## config.mk

```make
export PLATFORM = sky130hd
export DESIGN_NAME = triangle_host
export DESIGN_NICKNAME = d
export VERILOG_FILES = /design/src/rtl/triangle_host.sv
export SDC_FILE = /design/constraint.sdc
export NUM_CORES = 1
export LEC_CHECK = 0
export BUFFER_PORTS_ARGS = -buffer_cell sky130_fd_sc_hd__buf_2
export CORE_MARGIN = 10
export CORE_UTILIZATION = 56
export DETAILED_ROUTE_END_ITERATION = 16
export HOLD_SLACK_MARGIN = 0.1
export PLACE_DENSITY = 0.79
export SLEW_MARGIN = 10
export SYNTH_ARGS = -nofsm -noshare
export SYNTH_HDL_FRONTEND = slang
export SYNTH_SLANG_ARGS = --single-unit
```

## constraint.sdc

```tcl
create_clock -name clk -period 3.15 [get_ports clk]
set_input_delay 0.63 -clock clk [delete_from_list [all_inputs] [get_ports clk]]
set_output_delay 0.63 -clock clk [all_outputs]
set_load 0.01 [all_outputs]
```

## src/rtl/triangle_host.sv

```systemverilog
// Host-side driver for the triangle point engine: sends one 3-vertex job, then sums the returned point stream.
// Optional bounding-box check of returned points: define TRI_HOST_BBOX_CHECK_EN.
module triangle_host #(
  parameter int TIMEOUT_CYC = 64,
  parameter int CNT_W       = 7
) (
  input  logic             clk,
  input  logic             reset,
  input  logic             job_valid,
  output logic             job_ready,
  input  logic [17:0]      job_vtx,
  output logic             nt,
  output logic [2:0]       xi,
  output logic [2:0]       yi,
  input  logic             busy,
  input  logic             po,
  input  logic [2:0]       xo,
  input  logic [2:0]       yo,
  output logic             res_valid,
  output logic [CNT_W-1:0] res_count,
  output logic [8:0]       res_sum_x,
  output logic [8:0]       res_sum_y,
  output logic             res_tmo,
  output logic             res_err
);

  localparam int TMR_W = $clog2(TIMEOUT_CYC + 1);

  localparam logic [2:0] S_IDLE    = 3'd0;
  localparam logic [2:0] S_SEND0   = 3'd1;
  localparam logic [2:0] S_SEND1   = 3'd2;
  localparam logic [2:0] S_SEND2   = 3'd3;
  localparam logic [2:0] S_COLLECT = 3'd4;
  localparam logic [2:0] S_DONE    = 3'd5;

  logic [2:0]       state_q, state_d;
  logic [17:0]      job_q, job_d;
  logic             nt_q, nt_d;
  logic [2:0]       xi_q, xi_d, yi_q, yi_d;
  logic [CNT_W-1:0] cnt_q, cnt_d;
  logic [8:0]       sx_q, sx_d, sy_q, sy_d;
  logic [TMR_W-1:0] tmr_q, tmr_d;
  logic             res_valid_q, res_valid_d;
  logic [CNT_W-1:0] res_count_q, res_count_d;
  logic [8:0]       res_sum_x_q, res_sum_x_d, res_sum_y_q, res_sum_y_d;
  logic             res_tmo_q, res_tmo_d;

  logic [9:0] sx_wide, sy_wide;
  logic       tmr_expire;
  logic       collect_end;
  logic       accept;

  assign sx_wide     = {1'b0, sx_q} + {7'd0, xo};
  assign sy_wide     = {1'b0, sy_q} + {7'd0, yo};
  assign tmr_expire  = (tmr_q == TMR_W'(TIMEOUT_CYC - 1));
  // Exits never coincide with a point, so the accumulators are already final here.
  assign collect_end = (state_q == S_COLLECT) && !po && (!busy || tmr_expire);
  assign accept      = (state_q == S_IDLE) && job_valid;

  always_comb begin
    state_d     = state_q;
    job_d       = job_q;
    nt_d        = 1'b0;
    xi_d        = 3'd0;
    yi_d        = 3'd0;
    cnt_d       = cnt_q;
    sx_d        = sx_q;
    sy_d        = sy_q;
    tmr_d       = tmr_q;
    res_valid_d = 1'b0;
    res_count_d = res_count_q;
    res_sum_x_d = res_sum_x_q;
    res_sum_y_d = res_sum_y_q;
    res_tmo_d   = res_tmo_q;
    case (state_q)
      S_IDLE: begin
        if (job_valid) begin
          job_d   = job_vtx;
          state_d = S_SEND0;
          nt_d    = 1'b1;
          xi_d    = job_vtx[17:15];
          yi_d    = job_vtx[14:12];
          cnt_d   = '0;
          sx_d    = '0;
          sy_d    = '0;
          tmr_d   = '0;
        end
      end
      S_SEND0: begin
        state_d = S_SEND1;
        xi_d    = job_q[11:9];
        yi_d    = job_q[8:6];
      end
      S_SEND1: begin
        state_d = S_SEND2;
        xi_d    = job_q[5:3];
        yi_d    = job_q[2:0];
      end
      S_SEND2: state_d = S_COLLECT;
      S_COLLECT: begin
        if (po) begin
          if (cnt_q != {CNT_W{1'b1}}) cnt_d = cnt_q + CNT_W'(1);
          sx_d  = sx_wide[9] ? 9'd511 : sx_wide[8:0];
          sy_d  = sy_wide[9] ? 9'd511 : sy_wide[8:0];
          tmr_d = '0;
        end else if (busy && !tmr_expire) begin
          tmr_d = tmr_q + TMR_W'(1);
        end
        if (collect_end) begin
          state_d     = S_DONE;
          res_valid_d = 1'b1;
          res_count_d = cnt_q;
          res_sum_x_d = sx_q;
          res_sum_y_d = sy_q;
          res_tmo_d   = busy;
          cnt_d       = '0;
          sx_d        = '0;
          sy_d        = '0;
          tmr_d       = '0;
        end
      end
      S_DONE:  state_d = S_IDLE;
      default: state_d = S_IDLE;
    endcase
  end

  always_ff @(posedge clk or posedge reset) begin
    if (reset) begin
      state_q     <= S_IDLE;
      job_q       <= '0;
      nt_q        <= 1'b0;
      xi_q        <= '0;
      yi_q        <= '0;
      cnt_q       <= '0;
      sx_q        <= '0;
      sy_q        <= '0;
      tmr_q       <= '0;
      res_valid_q <= 1'b0;
      res_count_q <= '0;
      res_sum_x_q <= '0;
      res_sum_y_q <= '0;
      res_tmo_q   <= 1'b0;
    end else begin
      state_q     <= state_d;
      job_q       <= job_d;
      nt_q        <= nt_d;
      xi_q        <= xi_d;
      yi_q        <= yi_d;
      cnt_q       <= cnt_d;
      sx_q        <= sx_d;
      sy_q        <= sy_d;
      tmr_q       <= tmr_d;
      res_valid_q <= res_valid_d;
      res_count_q <= res_count_d;
      res_sum_x_q <= res_sum_x_d;
      res_sum_y_q <= res_sum_y_d;
      res_tmo_q   <= res_tmo_d;
    end
  end

`ifdef TRI_HOST_BBOX_CHECK_EN
  function automatic logic [2:0] min3(input logic [2:0] a, input logic [2:0] b, input logic [2:0] c);
    logic [2:0] m;
    m = (a < b) ? a : b;
    return (c < m) ? c : m;
  endfunction

  function automatic logic [2:0] max3(input logic [2:0] a, input logic [2:0] b, input logic [2:0] c);
    logic [2:0] m;
    m = (a > b) ? a : b;
    return (c > m) ? c : m;
  endfunction

  logic [2:0] x_min, x_max, y_min, y_max;
  logic       out_of_box;
  logic       err_q, err_d, res_err_q, res_err_d;

  assign x_min = min3(job_q[17:15], job_q[11:9], job_q[5:3]);
  assign x_max = max3(job_q[17:15], job_q[11:9], job_q[5:3]);
  assign y_min = min3(job_q[14:12], job_q[8:6], job_q[2:0]);
  assign y_max = max3(job_q[14:12], job_q[8:6], job_q[2:0]);
  assign out_of_box = (xo < x_min) || (xo > x_max) || (yo < y_min) || (yo > y_max);

  always_comb begin
    err_d     = err_q;
    res_err_d = res_err_q;
    if (accept) err_d = 1'b0;
    if ((state_q == S_COLLECT) && po && out_of_box) err_d = 1'b1;
    if (collect_end) res_err_d = err_q;
  end

  always_ff @(posedge clk or posedge reset) begin
    if (reset) begin
      err_q     <= 1'b0;
      res_err_q <= 1'b0;
    end else begin
      err_q     <= err_d;
      res_err_q <= res_err_d;
    end
  end

  assign res_err = res_err_q;
`else
  assign res_err = 1'b0;
`endif

  assign job_ready = (state_q == S_IDLE);
  assign nt        = nt_q;
  assign xi        = xi_q;
  assign yi        = yi_q;
  assign res_valid = res_valid_q;
  assign res_count = res_count_q;
  assign res_sum_x = res_sum_x_q;
  assign res_sum_y = res_sum_y_q;
  assign res_tmo   = res_tmo_q;

endmodule

```

# After elaboration in Yosys (flattened, before gate mapping)
# Cells that the tools add are included.
# word_totals
regBits,81
latch_bits,0
mem_bits_rw,0
mem_bits_ro,0
input_bits,29
out_inout_bits,36
wordCells,73
n_memories,0
# classes
add_sub_neg,4
n_mul,0
n_div,0
n_lt_le_gt_ge,0
n_eq_ne,11
n_shift,0
mux,29
bitwise,0
n_reduce_logical,15
# ops
op,count
9-bit 2-to-1 mux,7
7-bit 2-to-1 mux,7
9-bit case mux with 2 select lines,2
7-bit case mux with 2 select lines,2
9-bit by 3-bit adder with 10-bit output,2
3-bit case mux with 3 select lines,2
3-bit case mux with 5 select lines,1
7-bit by 1-bit adder with 7-bit output (second input constant),2
3-bit 2-to-1 mux,4
7-bit by 6-bit equality test with 1-bit output (second input constant),1
7-bit != test (second input constant),1
3-bit by 2-bit equality test with 1-bit output (second input constant),2
2-bit AND reduction,3
3-bit AND reduction,2
1-bit 2-to-1 mux,4
2-bit != test (second input constant),2
4-bit by 3-bit != test with 1-bit output (second input constant),1
4-bit AND reduction,1
3-bit by 1-bit equality test with 1-bit output (second input constant),1
3-bit equality test (second input constant),1
1-bit logical AND,3
1-bit zero test,3
3-bit zero test,1
3-bit by 2-bit != test with 1-bit output (second input constant),1
other kinds (3),3

# Logic depth before layout (Yosys ltp)
# Gate-level depths: netlist of the first run.
# logic_depth
word_depth,7
depth_mapped,7
ltp_nobuf,7

# Least setup slack after synthesis of the first run
# Ideal clock, no wire load.
# synth_path
path_kind,input -> register
startpoint,input port xo[0]
endpoint,register sx_q[8]
setup_ps,137
arrival_time_ps,1891
required_ps,3013
setup_slack_ps,1122
cell_stages,7
n_path_buf,0
path_cell_list,ha_1 inv_1 fa_1 nand2b_1 a211oi_1 a31o_2 a21oi_1
# synth_via
elab_chain_cells,5
# synth_rtl
element,line,text
"start, declared",17,"input logic [2:0] xo,"
9-bit by 3-bit adder with 10-bit output,53,"assign sx_wide = {1'b0, sx_q} + {7'd0, xo};"
9-bit 2-to-1 mux,103,sx_d = sx_wide[9] ? 9'd511 : sx_wide[8:0];
9-bit 2-to-1 mux,101,if (po) begin
9-bit 2-to-1 mux,109,if (collect_end) begin
9-bit case mux with 2 select lines,75,case (state_q)
"end signal, assigned",135,sx_q <= '0;
"end signal, assigned",150,sx_q <= sx_d;
"end, declared",41,"logic [8:0] sx_q, sx_d, sy_q, sy_d;"
# No other way between the ends. The select of a mux whose other input is x is not followed.
# A chain may end at the register's enable or synchronous reset.

# Worst setup path after layout of the first run
# layout_path
startpoint,register state_q[0]
endpoint,register sx_q[1]
# layout_via
elab_chain_cells,5
# layout_rtl
element,line,text
"start, declared",36,"logic [2:0] state_q, state_d;"
"start signal, assigned",144,state_q <= state_d;
3-bit equality test,"57, 75",
1-bit logical AND (2 in a row),57,assign collect_end = (state_q == S_COLLECT) && !po && (!busy || tmr_expire);
3-bit != test (no line) / 9-bit 2-to-1 mux (equally long branches),-,
3-bit AND reduction (no line) / 9-bit case mux with 2 select lines (equally long branches),-,
# Several ways; a longest one is shown, not always the timed one.

==> flow_summary_export.csv, run 1 <==
group,metric,value,unit
run_status,outcome,"finished clean",
final_layout,layout_commonest_cell,"dfrtp_1",
power,cellPowerDensity,748.5,nW/um^2
synthesis,syn_area_per_cell,11.91,sq um
grt,grt_pass1_wl,14590,um
synthesis,synth_edf_count,0,
routing,vias,2923,
final_layout,final_cell_mix,"dfrtp_1 (81), buf_2 (63), inv_1 (25)",
sta,final_hold_viol_count,0,
critical_path,crit_required,3.42,ns
sta,skew,0.009471,ns
sta,finalCritPeriodShare,66.84,%
final_layout,seqCellArea,2027,sq um
clocking,postCtsHoldBufs,0,
placement,place_hpwl,6034,um
sta,setup_viol,0,
routing,wl,8676,um
synthesis,ys.warnings.count,0,
grt,antenna_found_initial,0,
power,p_total,3.390,mW
critical_path,setup.worst_path.class,"reg -> reg",
clocking,cts_root_buf,"clkbuf_8",
critical_path,critPathSlowestCell,"or4b_4",
sta,max_slew_margin,38.76,%
synthesis,netlist_area,3953,sq um
final_layout,fillerInstances,564,
die,fp.dieH,104.0,um
power,power_leakage,2.264,nW
synthesis,synth.area.top_cells,"dfrtp_1 (51%), mux2_4 (7.2%), mux2_2 (5.1%)",
critical_path,critPathMaxFanout,11,
critical_path,cp_cell_sequence,"or4b_4, a211oi_2, buf_4, nor2_1, buf_4, o21ai_0",
clocking,cts_max_level,3,
sta,max_freq,0.4750,GHz
grt,grt_max_degree,55,
final_layout,multiInputGateArea,1713,sq um
sta,period_needed,2.105,ns
power,peakVddDrop,456.4,uV
synthesis,synth_top_area_share,51.28,%
synthesis,netlist.top_cell.by_area,"dfrtp_1",
routing,ant_nets,0,
routing,wl_per_cell,17.49,um
synthesis,ys_ff_latch,81,
final_layout,area_growth,14.59,%
placement,gp_congestion,0.9088,
min_path,hold_path_class,"in -> async",
die,start_util,57.86,%
critical_path,r2r_cells,6,
routing,vias_per_cell,5.893,
grt,track_usage,16.07,%
synthesis,synth_cells,332,
critical_path,critPathMostFrequentCell,"buf_4",
synthesis,synth_cell_types,62,
synthesis,synth.net_count,371,
clocking,cts-buffers-inserted,9,
final_layout,diodes,0,
critical_path,critPathArrivalTime,2.37,ns
die,die_area,10820,sq um
synthesis,async_reset_ff_share,100.0,%
final_layout,fin_nets,434,
critical_path,cpPeakStageDelay,0.62,ns
routing,first_pass_iters,6,
clocking,clkSinkCount,81,
clocking,cts_tree,"done",
placement,port_buffers,63,
clocking,path_clk_slew,0.08,ns
clocking,cts_resized,0,
synthesis,synth_ff_type,"dfrtp_1",
critical_path,critPathBufInv,2,
critical_path,end_kind,"register",
critical_path,crit_family,"simple AND/OR/NAND/NOR gates",
clocking,insertion_delay,0.36,ns
sta,rsz0062_at_grt,"no",
sta,slew_viol_final,0,
clocking,clk_path_buf_depth,2,
routing,drtIter0Drc,205,
sta,worst_pin_slew,0.9175,ns
critical_path,critPathLaunchType,"register",
routing,drc_errors,0,
clocking,cts_setup_buffers,0,
critical_path,worstSetupPathDepth,6,
die,coreArea,6832,sq um
die,num_rows,30,
sta,fin_tns_setup,0,ns
final_layout,layout-drive-gt1-share,32.75,%
die,io_pins,65,
grt,grt_pass1_vias,2973,
die,fp.dieW,104.0,um
run,max_cap_violations,0,
grt,gr-total-overflow,0,
synthesis,yosysSeqAreaShare,51.28,%
-- synth_stat cells, types with 2 or more instances --
library cell	count
nand3_1	6
a22o_1	3
nor2_1	10
o2bb2ai_1	4
xnor2_1	2
nand2b_1	3
xor2_1	3
a211oi_1	10
o21ai_0	13
or2_2	4
o31ai_1	2
buf_6	2
nor2b_1	2
a31oi_1	4
buf_4	2
fa_1	2
nand2_1	10
o22ai_1	5
a21oi_1	12
a21o_1	7
o2111ai_1	2
nand4_1	4
o211ai_1	2
ha_1	8
nor3b_1	3
a222oi_1	6
a211o_1	2
and3_1	5
a41oi_1	3
nor3_1	5
clkbuf_1	6
o22a_1	4
mux2_4	19
mux2_2	18
buf_2	4
dfrtp_1	81
inv_1	26
and2_1	3
or3_1	2
-- cell families (layout without fill, tap and decap cells) --
family          count (synthesis)  after routing  share of synthesized area (%)
buf+inv                        42            110                          5.381
compound gates                 90             90                          16.62
mux                            37             37                          12.35
xor+xnor                        5              5                          1.108
simple gates                   66             66                          9.623
fa+ha+maj                      10             10                          3.546
flops                          81             81                          51.28
other cells                     1              1                        0.09488
-- flip-flops by register name, summed over array words and instances, names as in the netlist --
name / count
cnt_q: 7
nt: 1
state_q: 3
res_sum_x: 9
res_valid: 1
sx_q: 9
job_q: 12
yi: 3
res_tmo: 1
tmr_q: 7
sy_q: 9
res_count: 7
xi: 3
res_sum_y: 9
-- per-stage QoR --
step | utilization, % | area, sq um | instances | setup WS [ns] | hold WS [ns]
after global placement | 63.11 | 4312 | 480 | 0.9594 | 0.4783
after detailed placement | 63.11 | 4312 | 480 | 0.8708 | 0.4771
final | 66.30 | 4529 | 496 | 1.045 | 0.4331
after global routing | 66.30 | 4529 | 496 | 0.9615 | 0.4915
after floorplan | - | 3953 | 332 | 0.4399 | 0.4521
after CTS | 66.30 | 4529 | 496 | 1.054 | 0.4634
-- cell type report --
class | count | area share (%)
Sequential cell | 81 | 44.75
Inverter | 26 | 2.182
Tap cell | 96 | 2.652
Timing Repair Buffer | 68 | 7.790
Multi-Input combinational cell | 209 | 37.82
Clock inverter | 6 | 1.989
Clock buffer | 10 | 2.818
-- per-layer routing --
metal,vias to the layer above,global-route usage [%],share of wire [%]
li1,1355,-,-
met1,1446,19.84,43
met2,109,25.23,47
met3,13,5.948,8.1
met4,0,5.666,1.5
met5,-,0,0
-- path summary, 6_finish.rpt --
kind	end	slack [ns]	start
max	sx_q[1]$_DFFE_PP0P_	1.04	state_q[0]$_DFFE_PP0P_
min	yi[0]$_DFF_PP0_	0.43	reset
max reg2reg	sx_q[1]$_DFFE_PP0P_	1.04	state_q[0]$_DFFE_PP0P_
min reg2reg	xi[1]$_DFF_PP0_	0.49	job_q[4]$_DFFE_PP0P_
max in group asynchronous	sy_q[4]$_DFFE_PP0P_	1.98	reset
min in group clk	yi[1]$_DFF_PP0_	0.48	job_vtx[13]
-- where the power goes --
| part | switching [mW] | internal [mW] |
|---|---|---|
| Clock | 0.391 | 0.451 |
| Sequential | 0.181 | 1.29 |
| Combinational | 0.567 | 0.513 |
Note: power is estimated with default switching activity, not from simulation.
==> run 2: changes to the inputs <==
- clock period: 3.15 -> 2 ns (I/O delays scaled with it)
==> flow_summary_export.csv, run 2 (same netlist as run 1, synthesis figures left out) <==
group,metric,value,unit
placement,gp_congestion,0.8859,
clocking,cts_root_buf,"clkbuf_8",
power,p_int,3.591,mW
critical_path,critPathArrivalTime,2.22,ns
sta,rsz0062_at_grt,"no",
grt,grt_max_degree,41,
min_path,min_from,"job_vtx[13]",
power,p_total,5.432,mW
die,io_pins,65,
clocking,path_clk_slew,0.08,ns
clocking,cts_max_level,3,
power,cellPowerDensity,1159,nW/um^2
critical_path,timing.rr.start,"state_q[0]$_DFFE_PP0P_",
routing,vias_per_cell,5.729,
grt,grt_pass1_vias,3091,
routing,wl_per_cell,17.01,um
power,combPwrFrac,34.7,%
power,clkPwrFrac,23.2,%
final_layout,fin_nets,448,
final_layout,layout-drive-gt1-share,36.71,%
sta,setup_viol,0,
sta,finalCritPeriodShare,95.77,%
power,seqPwrFrac,42.0,%
clocking,clk_path_buf_depth,2,
sta,final_hold_viol_count,0,
critical_path,setup.worst_path.class,"reg -> reg",
grt,gr-total-overflow,0,
routing,ant_nets,0,
run,max_cap_violations,0,
die,num_rows,30,
die,fp.dieH,104.0,um
min_path,hold_path_end,"yi[1]$_DFF_PP0_",
placement,place_hpwl,6250,um
critical_path,r2r_cells,4,
final_layout,fillerInstances,534,
die,coreArea,6832,sq um
sta,max_freq,0.5221,GHz
sta,worst_pin_slew,0.8187,ns
final_layout,layout_commonest_cell,"dfrtp_1",
routing,drc_errors,0,
placement,place_area,4437,sq um
final_layout,finish.instance_area,4686,sq um
clocking,cts_tree,"done",
run_status,outcome,"finished clean",
clocking,insertion_delay,0.37,ns
critical_path,critPathMaxFanout,8,
die,start_util,57.86,%
min_path,hold_path_depth,3,
final_layout,largest_register,"job_q",
power,power_leakage,2.340,nW
placement,port_buffers,63,
grt,antenna_found_initial,0,
placement,place_ws,-0.02306,ns
sta,fin_tns_setup,0,ns
die,fp.dieW,104.0,um
clocking,cts_setup_buffers,0,
min_path,hold_path_class,"in -> reg",
clocking,cts-buffers-inserted,9,
critical_path,end_kind,"register",
critical_path,critPathLaunchType,"register",
sta,slew_viol_final,0,
grt,track_usage,16.35,%
final_layout,area_growth,18.55,%
final_layout,largest_reg_flops,12,
die,die_area,10820,sq um
sta,setup_ws,0.08464,ns
critical_path,r2r_slack,0.08,ns
power,peakVddDrop,728.7,uV
final_layout,diodes,0,
critical_path,regToRegEndpoint,"tmr_q[6]$_DFFE_PP0P_",
critical_path,crit_required,2.30,ns
sta,skew,0.01261,ns
routing,vias,2922,
routing,first_pass_iters,4,
clocking,clkSinkCount,81,
final_layout,final_cell_mix,"dfrtp_1 (81), buf_2 (63), inv_1 (25)",
power,p_switching,1.842,mW
routing,drtIter0Drc,257,
sta,max_slew_margin,45.30,%
final_layout,final_util,68.59,%
routing,wl,8674,um
grt,grt_pass1_wl,14480,um
sta,period_needed,1.915,ns
power,switching_share,33.90,%
==> run 2: cell count changes in the layout (fill, tap and decap cells not counted), sizes merged <==
| cell | change |
|---|---|
| bufinv | -1 |
| dlygate4sd3 | +1 |
| clkinvlp | +1 |
| buf | +13 |
| clkinv | -1 |
| inv | +1 |
==> run 2: through the flow <==
stage               std cells  hold slack, ns
global route              510          0.2524
global placement          493          0.4678
floorplan                 332          0.4521
CTS                       510          0.2258
detailed placement        493          0.4717
finish                    510          0.2423
==> run 2: per-layer routing <==
metal | share of wire [%] | track usage, %
met5 | 0 | 0
met3 | 8.9 | 5.700
met1 | 41 | 18.41
met2 | 48 | 26.94
met4 | 2.6 | 8.151
==> run 2: cell type report <==
cell class	instances	area [sq um]	share of cell area, %
Clock inverter	6	72.57	1.549
Sequential cell	81	2027	43.26
Timing Repair Buffer	82	485.5	10.36
Tap cell	96	120.1	2.563
Inverter	26	101.3	2.163
Clock buffer	10	137.6	2.937
Multi-Input combinational cell	209	1742	37.17
==> run 2: repair_timing <==
| action | 4_1_cts | 5_1_grt |
|---|---|---|
| gates resized for setup | 0 | 7 |
| hold buffers | 1 | 0 |
| endpoints found under the setup margin | 0 | 14 |
| hold endpoints to repair | 23 | 0 |
==> run 2: how the worst max path moves through the flow <==
| stage | start | end | cells past startpoint |
|---|---|---|---|
| after floorplan | state_q[0]$_DFFE_PP0P_ | res_count[6]$_DFFE_PP0P_ | 6 |
| after global placement | xo[0] | sx_q[8]$_DFFE_PP0P_ | 8 |
| after detailed placement | xo[0] | sx_q[8]$_DFFE_PP0P_ | 8 |
| after CTS | tmr_q[0]$_DFFE_PP0P_ | sy_q[7]$_DFFE_PP0P_ | 5 |
| after global routing | sx_q[0]$_DFFE_PP0P_ | sx_q[8]$_DFFE_PP0P_ | 7 |
| final | state_q[0]$_DFFE_PP0P_ | tmr_q[6]$_DFFE_PP0P_ | 4 |
==> run 2: critical path: stages, from the launching register on <==
cell and delay, ns:
dfrtp_1 0.43, or4b_4 0.59, a211o_1 0.39, nand2_2 0.24
o311a_1 0.20
==> run 2: power by group through the flow <==
stage,clock (mW),sequential (mW),combinational [mW]
floorplan,0,2.30,1.27
global placement,0,2.29,1.81
detailed placement,0,2.31,1.87
CTS,1.28,2.28,1.88
global route,1.35,2.34,2.11
finish,1.26,2.28,1.89
==> run 3: changes to the inputs <==
- CORE_ASPECT_RATIO: not set -> 0.8
==> flow_summary_export.csv, run 3 (same netlist as run 1, synthesis figures left out) <==
group,metric,value,unit
sta,hold-worst-slack,0.09746,ns
sta,finalCritPeriodShare,95.81,%
sta,slew_viol_final,0,
critical_path,setup.worst_path.class,"reg -> reg",
critical_path,critPathSlowestCell,"or4b_4",
final_layout,fillerInstances,512,
routing,drc_errors,0,
final_layout,layout_commonest_cell,"dfrtp_1",
clocking,clkSinkCount,81,
grt,grt_pass1_wl,15540,um
clocking,path_clk_slew,0.08,ns
clocking,cts_tree,"done",
power,seqPwrFrac,42.6,%
critical_path,critPathArrivalTime,2.20,ns
critical_path,critPathMaxFanout,8,
critical_path,crit_required,2.28,ns
power,switching_share,33.51,%
grt,grt_pass1_vias,3197,
sta,setup_viol,0,
placement,gp_congestion,0.8226,
final_layout,fin_nets,446,
sta,worst_pin_slew,0.9425,ns
placement,place_ws,-0.04028,ns
grt,grt_max_degree,40,
routing,wl_per_cell,18.44,um
clocking,postCtsHoldBufs,0,
run_status,outcome,"finished clean",
sta,skew,0.005850,ns
die,coreArea,6858,sq um
die,num_rows,27,
final_layout,final_util,67.67,%
routing,drtIter0Drc,187,
grt,gr-total-overflow,0,
clocking,clk_path_buf_depth,2,
die,start_util,57.64,%
power,combPwrFrac,36.0,%
final_layout,diodes,0,
routing,ant_nets,0,
sta,final_hold_viol_count,0,
final_layout,layout-drive-gt1-share,35.85,%
critical_path,cp_cell_sequence,"or4b_4, a211o_1, nand2_2, o311a_1",
power,p_total,5.336,mW
grt,track_usage,17.48,%
critical_path,critPathLaunchType,"register",
routing,first_pass_iters,6,
placement,port_buffers,63,
sta,period_needed,1.916,ns
clocking,cts_resized,0,
clocking,cts_setup_buffers,0,
die,fp.dieH,95.14,um
placement,place_hpwl,6584,um
power,power_leakage,2.329,nW
routing,vias,2988,
power,cellPowerDensity,1150,nW/um^2
power,p_int,3.548,mW
power,peakVddDrop,716.7,uV
clocking,cts-buffers-inserted,9,
power,clkPwrFrac,21.4,%
clocking,cts_max_level,3,
sta,max_freq,0.5219,GHz
placement,place_area,4443,sq um
sta,max_slew_margin,37.03,%
final_layout,final_cell_mix,"dfrtp_1 (81), buf_2 (63), inv_1 (25)",
run,max_cap_violations,0,
die,die_area,10840,sq um
die,fp.dieW,113.9,um
grt,antenna_found_initial,0,
routing,wl,9164,um
final_layout,area_growth,17.41,%
clocking,insertion_delay,0.34,ns
final_layout,largest_reg_flops,12,
final_layout,layout.cells.non_filler,497,
routing,vias_per_cell,6.012,
placement,place_inst,483,
sta,setup_ws,0.08386,ns
sta,fin_tns_setup,0,ns
die,io_pins,65,
critical_path,end_kind,"register",
final_layout,largest_register,"job_q",
critical_path,cpPeakStageDelay,0.58,ns
final_layout,finish.instance_area,4641,sq um
power,p_switching,1.788,mW
clocking,cts_root_buf,"clkbuf_8",
min_path,hold_path_class,"in -> async",
[run 3: area by class of cell]
| cell class | instances | area [sq um] | share of cell area (%) |
|---|---|---|---|
| multi-input cells | 209 | 1728 | 37.23 |
| well taps | 87 | 108.9 | 2.346 |
| clock inverters | 4 | 45.04 | 0.9706 |
| repair buffers | 80 | 493.0 | 10.62 |
| inverters | 26 | 101.3 | 2.184 |
| flip-flops and latches | 81 | 2027 | 43.68 |
| clock buffers | 10 | 137.6 | 2.966 |
[run 3: power by group through the flow]
stage | clock [mW] | combinational, mW | sequential [mW]
after CTS | 1.16 | 1.91 | 2.27
after global placement | 0 | 1.81 | 2.28
after global routing | 1.23 | 2.14 | 2.33
final | 1.14 | 1.92 | 2.27
after detailed placement | 0 | 1.89 | 2.30
after floorplan | 0 | 1.27 | 2.30
[run 3: critical path: cells and delay by family (launching register included)]
family | cells | cell delay (ns)
compound gates | 2 | 0.58
simple gates | 2 | 0.82
flops | 1 | 0.45
[run 3: worst paths after layout]
path / start / to / slack [ns] / cells past startpoint
worst min-delay path: reset / nt$_DFF_PP0_ / 0.1 / 2
worst max-delay path: state_q[1]$_DFFE_PP0P_ / tmr_q[6]$_DFFE_PP0P_ / 0.08 / 4
worst min register to register: job_q[4]$_DFFE_PP0P_ / xi[1]$_DFF_PP0_ / 0.49 / 2
min in group clk: job_vtx[13] / yi[1]$_DFF_PP0_ / 0.27 / 3
worst max register to register: state_q[1]$_DFFE_PP0P_ / tmr_q[6]$_DFFE_PP0P_ / 0.08 / 4
max in group asynchronous: reset / tmr_q[3]$_DFFE_PP0P_ / 1.34 / 3
[run 3: layer usage]
metal / vias up / global-route usage [%] / share of wire, %
met3: 16 / 5.085 / 7.4
met2: 126 / 29.83 / 49
li1: 1379 / - / -
met1: 1467 / 21.35 / 42
met4: 0 / 4.583 / 1.3
met5: - / 0 / 0
